### src/rtl/buffer_pkg.sv
// Shared FSM encoding and default geometry for the buffer controller.
package buffer_pkg;

    typedef enum logic [1:0] {
        IDLE  = 2'd0,
        RUN   = 2'd1,
        DRAIN = 2'd2
    } state_t;

    localparam int DEF_SIZE = 16;
    localparam int DEF_K    = 4;
    localparam int DEF_J    = 8;

endpackage

### src/rtl/ptr_advance.sv
// Modulo-SIZE pointer step: ptr_o = ptr_i + STEP when en_i, else ptr_i.
module ptr_advance #(
    parameter int SIZE = 16,
    parameter int STEP = 4
) (
    input  logic [$clog2(SIZE)-1:0] ptr_i,
    input  logic                    en_i,
    output logic [$clog2(SIZE)-1:0] ptr_o
);

    localparam int AW = $clog2(SIZE);

    // SIZE is a power of two, so truncation to AW bits is the modulo wrap.
    always_comb begin
        if (en_i) begin
            ptr_o = ptr_i + AW'(STEP);
        end else begin
            ptr_o = ptr_i;
        end
    end

endmodule

### src/rtl/buffer_controller.sv
// Pointer/occupancy controller for a K-in / J-out word buffer.
// Optional occupancy output enabled by defining BUFFER_CTRL_OCCUPANCY_EN.
module buffer_controller
    import buffer_pkg::*;
#(
    parameter int SIZE = DEF_SIZE,
    parameter int K    = DEF_K,
    parameter int J    = DEF_J
) (
    input  logic                    clk,
    input  logic                    rst,
    input  logic                    start,
    input  logic                    stop,
    input  logic                    in_valid,
    output logic                    in_ready,
    output logic                    out_valid,
    input  logic                    out_ready,
    output logic                    ld,
    output logic [$clog2(SIZE)-1:0] write_add,
    output logic [$clog2(SIZE)-1:0] read_add,
    output logic                    busy
`ifdef BUFFER_CTRL_OCCUPANCY_EN
    ,
    output logic [$clog2(SIZE):0]   occupancy
`endif
);

    localparam int AW = $clog2(SIZE);
    localparam int CW = AW + 1;
    localparam logic [CW-1:0] PUSH_LIMIT = CW'(SIZE - K);

    state_t          state_q, state_d;
    logic [CW-1:0]   count_q, count_d;
    logic [AW-1:0]   write_q, write_d;
    logic [AW-1:0]   read_q, read_d;
    logic [AW-1:0]   rd_next_s;
    logic [CW-1:0]   cnt_next_s;
    logic            push_s;
    logic            pop_s;

    assign in_ready  = (state_q == RUN) && (count_q <= PUSH_LIMIT);
    assign out_valid = (state_q != IDLE) && (count_q >= CW'(J));
    assign push_s    = in_valid & in_ready;
    assign pop_s     = out_valid & out_ready;
    assign ld        = push_s;
    assign write_add = write_q;
    assign read_add  = read_q;
    assign busy      = (state_q != IDLE);

    assign cnt_next_s = count_q + (push_s ? CW'(K) : CW'(0)) - (pop_s ? CW'(J) : CW'(0));

    ptr_advance #(.SIZE(SIZE), .STEP(K)) u_wr_adv (
        .ptr_i (write_q),
        .en_i  (push_s),
        .ptr_o (write_d)
    );

    ptr_advance #(.SIZE(SIZE), .STEP(J)) u_rd_adv (
        .ptr_i (read_q),
        .en_i  (pop_s),
        .ptr_o (rd_next_s)
    );

    // Next-state, occupancy and read-pointer selection; drain exit flushes the residue.
    always_comb begin
        state_d = state_q;
        count_d = cnt_next_s;
        read_d  = rd_next_s;
        case (state_q)
            IDLE: begin
                if (start) begin
                    state_d = RUN;
                end else begin
                    state_d = IDLE;
                end
            end
            RUN: begin
                if (stop) begin
                    state_d = DRAIN;
                end else begin
                    state_d = RUN;
                end
            end
            DRAIN: begin
                if (cnt_next_s < CW'(J)) begin
                    state_d = IDLE;
                    count_d = CW'(0);
                    read_d  = write_d;
                end else begin
                    state_d = DRAIN;
                end
            end
            default: begin
                state_d = IDLE;
                count_d = CW'(0);
                read_d  = write_d;
            end
        endcase
    end

    // State, occupancy and pointer registers with synchronous reset.
    always_ff @(posedge clk) begin
        if (rst) begin
            state_q <= IDLE;
            count_q <= CW'(0);
            write_q <= AW'(0);
            read_q  <= AW'(0);
        end else begin
            state_q <= state_d;
            count_q <= count_d;
            write_q <= write_d;
            read_q  <= read_d;
        end
    end

`ifdef BUFFER_CTRL_OCCUPANCY_EN
    assign occupancy = count_q;
`endif

endmodule
### config.mk
export PLATFORM = sky130hd
export DESIGN_NAME = buffer_controller
export DESIGN_NICKNAME = d
export VERILOG_FILES = /design/src/rtl/buffer_pkg.sv /design/src/rtl/ptr_advance.sv /design/src/rtl/buffer_controller.sv
export SDC_FILE = /design/constraint.sdc
export NUM_CORES = 1
export LEC_CHECK = 0
export ABC_AREA = 1
export CORE_AREA = 2 2 43 45
export CTS_CLUSTER_SIZE = 14
export DETAILED_ROUTE_END_ITERATION = 10
export DIE_AREA = 0 0 45 47
export PLACE_DENSITY = 0.71
export SYNTH_ARGS = -nofsm -noshare
export SYNTH_HDL_FRONTEND = slang
export SYNTH_SLANG_ARGS = --single-unit
export TNS_END_PERCENT = 5
### constraint.sdc
create_clock -name clk -period 3.05 [get_ports clk]
set_input_delay 0.61 -clock clk [delete_from_list [all_inputs] [get_ports clk]]
set_output_delay 0.61 -clock clk [all_outputs]
set_load 0.02 [all_outputs]
Yosys cells after proc, flatten, opt, wreduce, memory -nomap -nowiden
Cells that the tools add are included.
- word-level logic and storage cells: 32
- output and inout port bits: 12
- register bits: 15
- multiplexer cells: 12
- order comparisons: 3
- bitwise logic cells: 2
- add/subtract/negate cells: 4
- reductions and logical operators: 5
- equality and inequality tests: 2
- operators by type and width (kind ; number):
    4-bit 2-to-1 mux ; 4
    5-bit case mux with 2 select lines ; 1
    4-bit case mux with 2 select lines ; 1
    2-bit case mux with 3 select lines ; 1
    5-bit by 3-bit adder with 5-bit output ; 1
    5-bit by 4-bit >= comparator with 1-bit output, second input constant ; 1
    5-bit by 4-bit less-or-equal comparator with 1-bit output, second input constant ; 1
    5-bit by 4-bit < comparator with 1-bit output, second input constant ; 1
    5-bit 2-to-1 mux ; 1
    5-bit by 4-bit subtractor with 5-bit output ; 1
    4-bit by 3-bit adder with 4-bit output, second input constant ; 1
    4-bit adder, second input constant ; 1
    2-bit 2-to-1 mux ; 2
    3-bit 2-to-1 mux ; 1
    1-bit bitwise AND ; 2
    2-bit by 1-bit == test with 1-bit output, second input constant ; 1
    2-bit == test, second input constant ; 1
    1-bit logical AND ; 2
    2-bit logical NOT ; 1
    2-bit nonzero test ; 1
    2-bit OR reduction ; 1
    1-bit 2-to-1 mux ; 1

Logic depth before layout (Yosys ltp)
- depth in word-level cells: 9
- mapped depth: 17
- gate-level depth less buffers: 17

By module
A second synthesis with hierarchy kept.
- cells, all modules: 115
- area total of the unflattened synthesis: 803.3 um^2
- modules (own cells, without submodules) (module ; seq. area each (um^2) ; times used ; cells each ; area each (um^2)):
    buffer_controller ; 300.3 ; 1 ; 97 ; 713.2
    ptr_advance at u_wr_adv ; 0.0 ; 1 ; 10 ; 48.8
    ptr_advance at u_rd_adv ; 0.0 ; 1 ; 8 ; 41.3

Worst setup path after synthesis
No wires, ideal clock.
- path kind: register to register
- from: register state_q[1]
- to: register read_q[3] (netlist: read_add[3])
- setup slack: 0.934 ns
- stages on the path, launching flop included: 14
- required time: 2.937 ns
- setup time: 0.113 ns
- arrival: 2.003 ns
- buffers on the path: 0
- cells stage by stage: dfxtp_1 nor2_2 nor2_4 nand2_2 ha_1 ha_1 a21oi_1 nand2_1 nand2_1 nand3_1 nand2_2 nand2_2 nor2_1 nor2_1
- elaborated cells on any way between the ends: 18
- classes of those cells: add/sub (2); order compare (1); eq/ne (2); mux (6); bitwise (2); reduce/logical (5)
- RTL lines (element ; line ; RTL):
    from (decl) ; buffer_controller.sv:32 ; state_t state_q, state_d;
    from (signal assigned) ; buffer_controller.sv:109 ; state_q <= state_d;
    2-bit nonzero test (*) ; buffer_controller.sv:42 ; assign out_valid = (state_q != IDLE) && (count_q >= CW'(J));
    1-bit logical AND (*) ; buffer_controller.sv:42 ;
    net out_valid ; buffer_controller.sv:16 ; output logic out_valid,
    1-bit bitwise AND (*) ; buffer_controller.sv:44 ; assign pop_s = out_valid & out_ready;
    4-bit 2-to-1 mux ; buffer_controller.sv:50 ; assign cnt_next_s = count_q + (push_s ? CW'(K) : CW'(0)) - (pop_s ? CW'(J) : CW'(0));
    5-bit by 4-bit subtractor with 5-bit output ; buffer_controller.sv:50 ;
    5-bit by 4-bit < comparator with 1-bit output ; buffer_controller.sv:85 ; if (cnt_next_s < CW'(J)) begin
    4-bit 2-to-1 mux ; buffer_controller.sv:85 ;
    4-bit case mux with 2 select lines (*) ; buffer_controller.sv:69 ; case (state_q)
    to (signal assigned) ; buffer_controller.sv:112 ; read_q <= read_d;
    to (decl) ; buffer_controller.sv:35 ; logic [AW-1:0] read_q, read_d;
The timed path passes the listed nets; every way through them passes the cells marked *.
A chain may end at the register's enable or synchronous reset.

Worst setup path in the final report
- from: input in_valid
- to: output ld
- cells in the longest elaborated chain, start to end: 1
- ends and longest elaborated chain (element ; line ; RTL):
    from (decl) ; buffer_controller.sv:14 ; input logic in_valid,
    1-bit bitwise AND ; buffer_controller.sv:43 ; assign push_s = in_valid & in_ready;
    to (decl) ; buffer_controller.sv:18 ; output logic ld,
Every way passes these cells.

==> out/qor.txt <==
CTS tree = done
Total number of vias = 597
CTS Sinks = 11
H-tree levels = 1
Critical Path End Type = output pin
Data required, critical path = 2.44 ns
Post-CTS Setup Bufs = 0
DRC viols = 0
Initial antenna violation count = 0
Leakage = 0.000426 µW
Routed len/inst = 10.7 µm
Max-capacitance violation count = 0
Hold EP = count_q[0]
Fmax = 0.394 GHz
Clk pin slew, worst setup/hold paths = 0.07 ns
Ports = 18
Sequential element share of the synthesized area = 31.4%
Final setup viols = 0
Tot GR Track Use = 14.9%
Post-synth cell types = 22
Via density = 4.66
Input/output buffers = 13
First-pass GRT wire length = 2220 µm
DIE AREA = 0.00212 mm²
Sum Neg Setup Slack = 0 ns
DRT Pass-1 Iters = 4
Die Span Y = 47 µm
Hold path cells = 2
Final worst-path cycle share = 83.3%
Pin count of the biggest net entering global routing = 7
Max IR drop VDD = 318 µV
FF+latch area = 220 µm²
Die width = 45 µm
Most frequent cells in the layout = inv_1, nand2_1, clkdlybuf4s50_1, dfxtp_1, nor2_1
Area occupied by multi-input gates = 390 µm²
Clock network power share = 16.3%
Cell Rows = 15
Final net count = 123
Max-slew violation count = 0
Logic pwr share = 51.8%
Pre-CTS WS = 0.312 ns
Register bit count reported by yosys = 11
Antenna-violating nets left = 0
Clock Skew = 0.00443 ns
Cell Area, Synth = 701 µm²
Core area = 0.00165 mm²
Initial core utilization = 42.4%
Pint = 352 µW
Final min period = 2.54 ns
Final setup margin = 0.509 ns
Final wirelength = 1370 µm
Power Dens Cells = 718 mW/mm²
Register share of total power = 31.9%
Clk Latency, worst-skew pair = 0.27 ns
Sw frac = 43.1%
CTS resizes = 0
Total power = 617 µW
Dpl hpwl = 1080 µm
Synth warnings = 0
Num CTS Buffers = 3
Max FO, Critical Path = 5
Critical register-to-register path endpoint = read_add[3]
Final Util = 52.0%
Status = finished, final reports clean
Area delta synth->final = 22.7%
Fillcell total = 175
Initial DRC count = 18
Mapped Avg Cell Area = 7.38 µm²
Hold Crit Class = reg -> reg
CP Data Arrival Time = 1.93 ns
Inserted Diodes = 0
Synthesized instance count = 95
Fin. Hold Viols = 0
Startpoint types = input pin
Layout cell share with drive strength beyond 1 = 20.7%
# hold bufs at CTS = 0
Clock root buffer = clkbuf_4
Psw = 266 µW
R2R depth = 13
Vias in the first global route = 568
R2r startpoint = state_q[1]
Gpl congestion = 0.802
RSZ-0062 raised after global routing = false
Crit Path Class = in -> out
Hold Startpoint = count_q[0]
FF-to-FF setup slack = 0.77 ns
Total gr overflow = 0
CTS Buffer Depth = 2
==> how the worst max path moves through the flow <==
stage          cells after the start          end  slack, ns       start
3_5_place_dp                      12  read_add[3]       0.31    in_valid
2_1_floorplan                     13  read_add[3]       0.93  state_q[1]
3_3_place_gp                      13  read_add[2]       0.37    in_valid
6_report                           4           ld       0.51    in_valid
5_1_grt                           13  read_add[3]       0.41    in_valid
4_1_cts                            4           ld       0.49    in_valid
==> through the flow <==
| stage | std cells | area [µm²] | hold WS (ns) |
|---|---|---|---|
| after floorplan | 98 | 712 | 0.417 |
| after global placement | 124 | 833 | 0.427 |
| after detailed placement | 124 | 833 | 0.433 |
| after CTS | 128 | 860 | 0.443 |
| after global routing | 128 | 860 | 0.462 |
| final | 128 | 860 | 0.443 |
==> layer usage <==
metal	up-vias	global-route usage [%]	share of wire (%)
met5	-	0	0
met4	0	8.82	1.7
met3	4	2.31	3.4
met2	12	24.9	49
met1	267	18.2	46
li1	314	-	-
==> final cells by class <==
| class | count | area share, % |
|---|---|---|
| Timing Repair Buffer | 13 | 15.1 |
| Clock buffer | 4 | 3.06 |
| Tap cell | 17 | 2.47 |
| Multi-Input combinational cell | 64 | 45.4 |
| Sequential cell | 11 | 25.6 |
| Inverter | 19 | 8.30 |
==> critical path, stage by stage <==
cell and delay, ns:
clkdlybuf4s50_1 0.53, nand3b_4 0.13, inv_1 0.07, clkdlybuf4s50_1 0.59
==> cell families after synthesis <==
kind of cell / Yosys count / share of synthesized area, %
and+or+nand+nor: 42 / 32.7
buffers and inverters: 23 / 14.5
DFF: 11 / 31.4
AOI/OAI and AO/OA: 10 / 8.21
adders and majority gates: 5 / 8.93
xor gates and xnor gates: 3 / 3.75
other: 1 / 0.535
==> power by group through the flow <==
stage          Combinational (µW)  Sequential, µW  Clock, µW
4_1_cts                       322             197        105
3_5_place_dp                  315             200          0
6_report                      320             197        101
2_1_floorplan                 221             209          0
3_3_place_gp                  309             198          0
5_1_grt                       362             200        110
==> flip-flops by register name (all words and copies together), names as in the netlist <==
name	flops
count_q	5
write_add	2
state_q	2
read_add	2
==> synthesized netlist by cell type, drive strengths merged <==
cell type / n / area, µm²
nand3b: 2 / 27.5
conb: 1 / 3.75
ha: 5 / 62.6
dfxtp: 11 / 220
or2: 1 / 6.26
buf: 4 / 30.0
nor2: 12 / 60.1
nor3: 1 / 10.0
xor2: 3 / 26.3
inv: 19 / 71.3
nand3: 6 / 35.0
o21ai: 2 / 13.8
a21oi: 8 / 43.8
nand2: 20 / 90.1
Note: power is estimated with default switching activity, not from simulation.
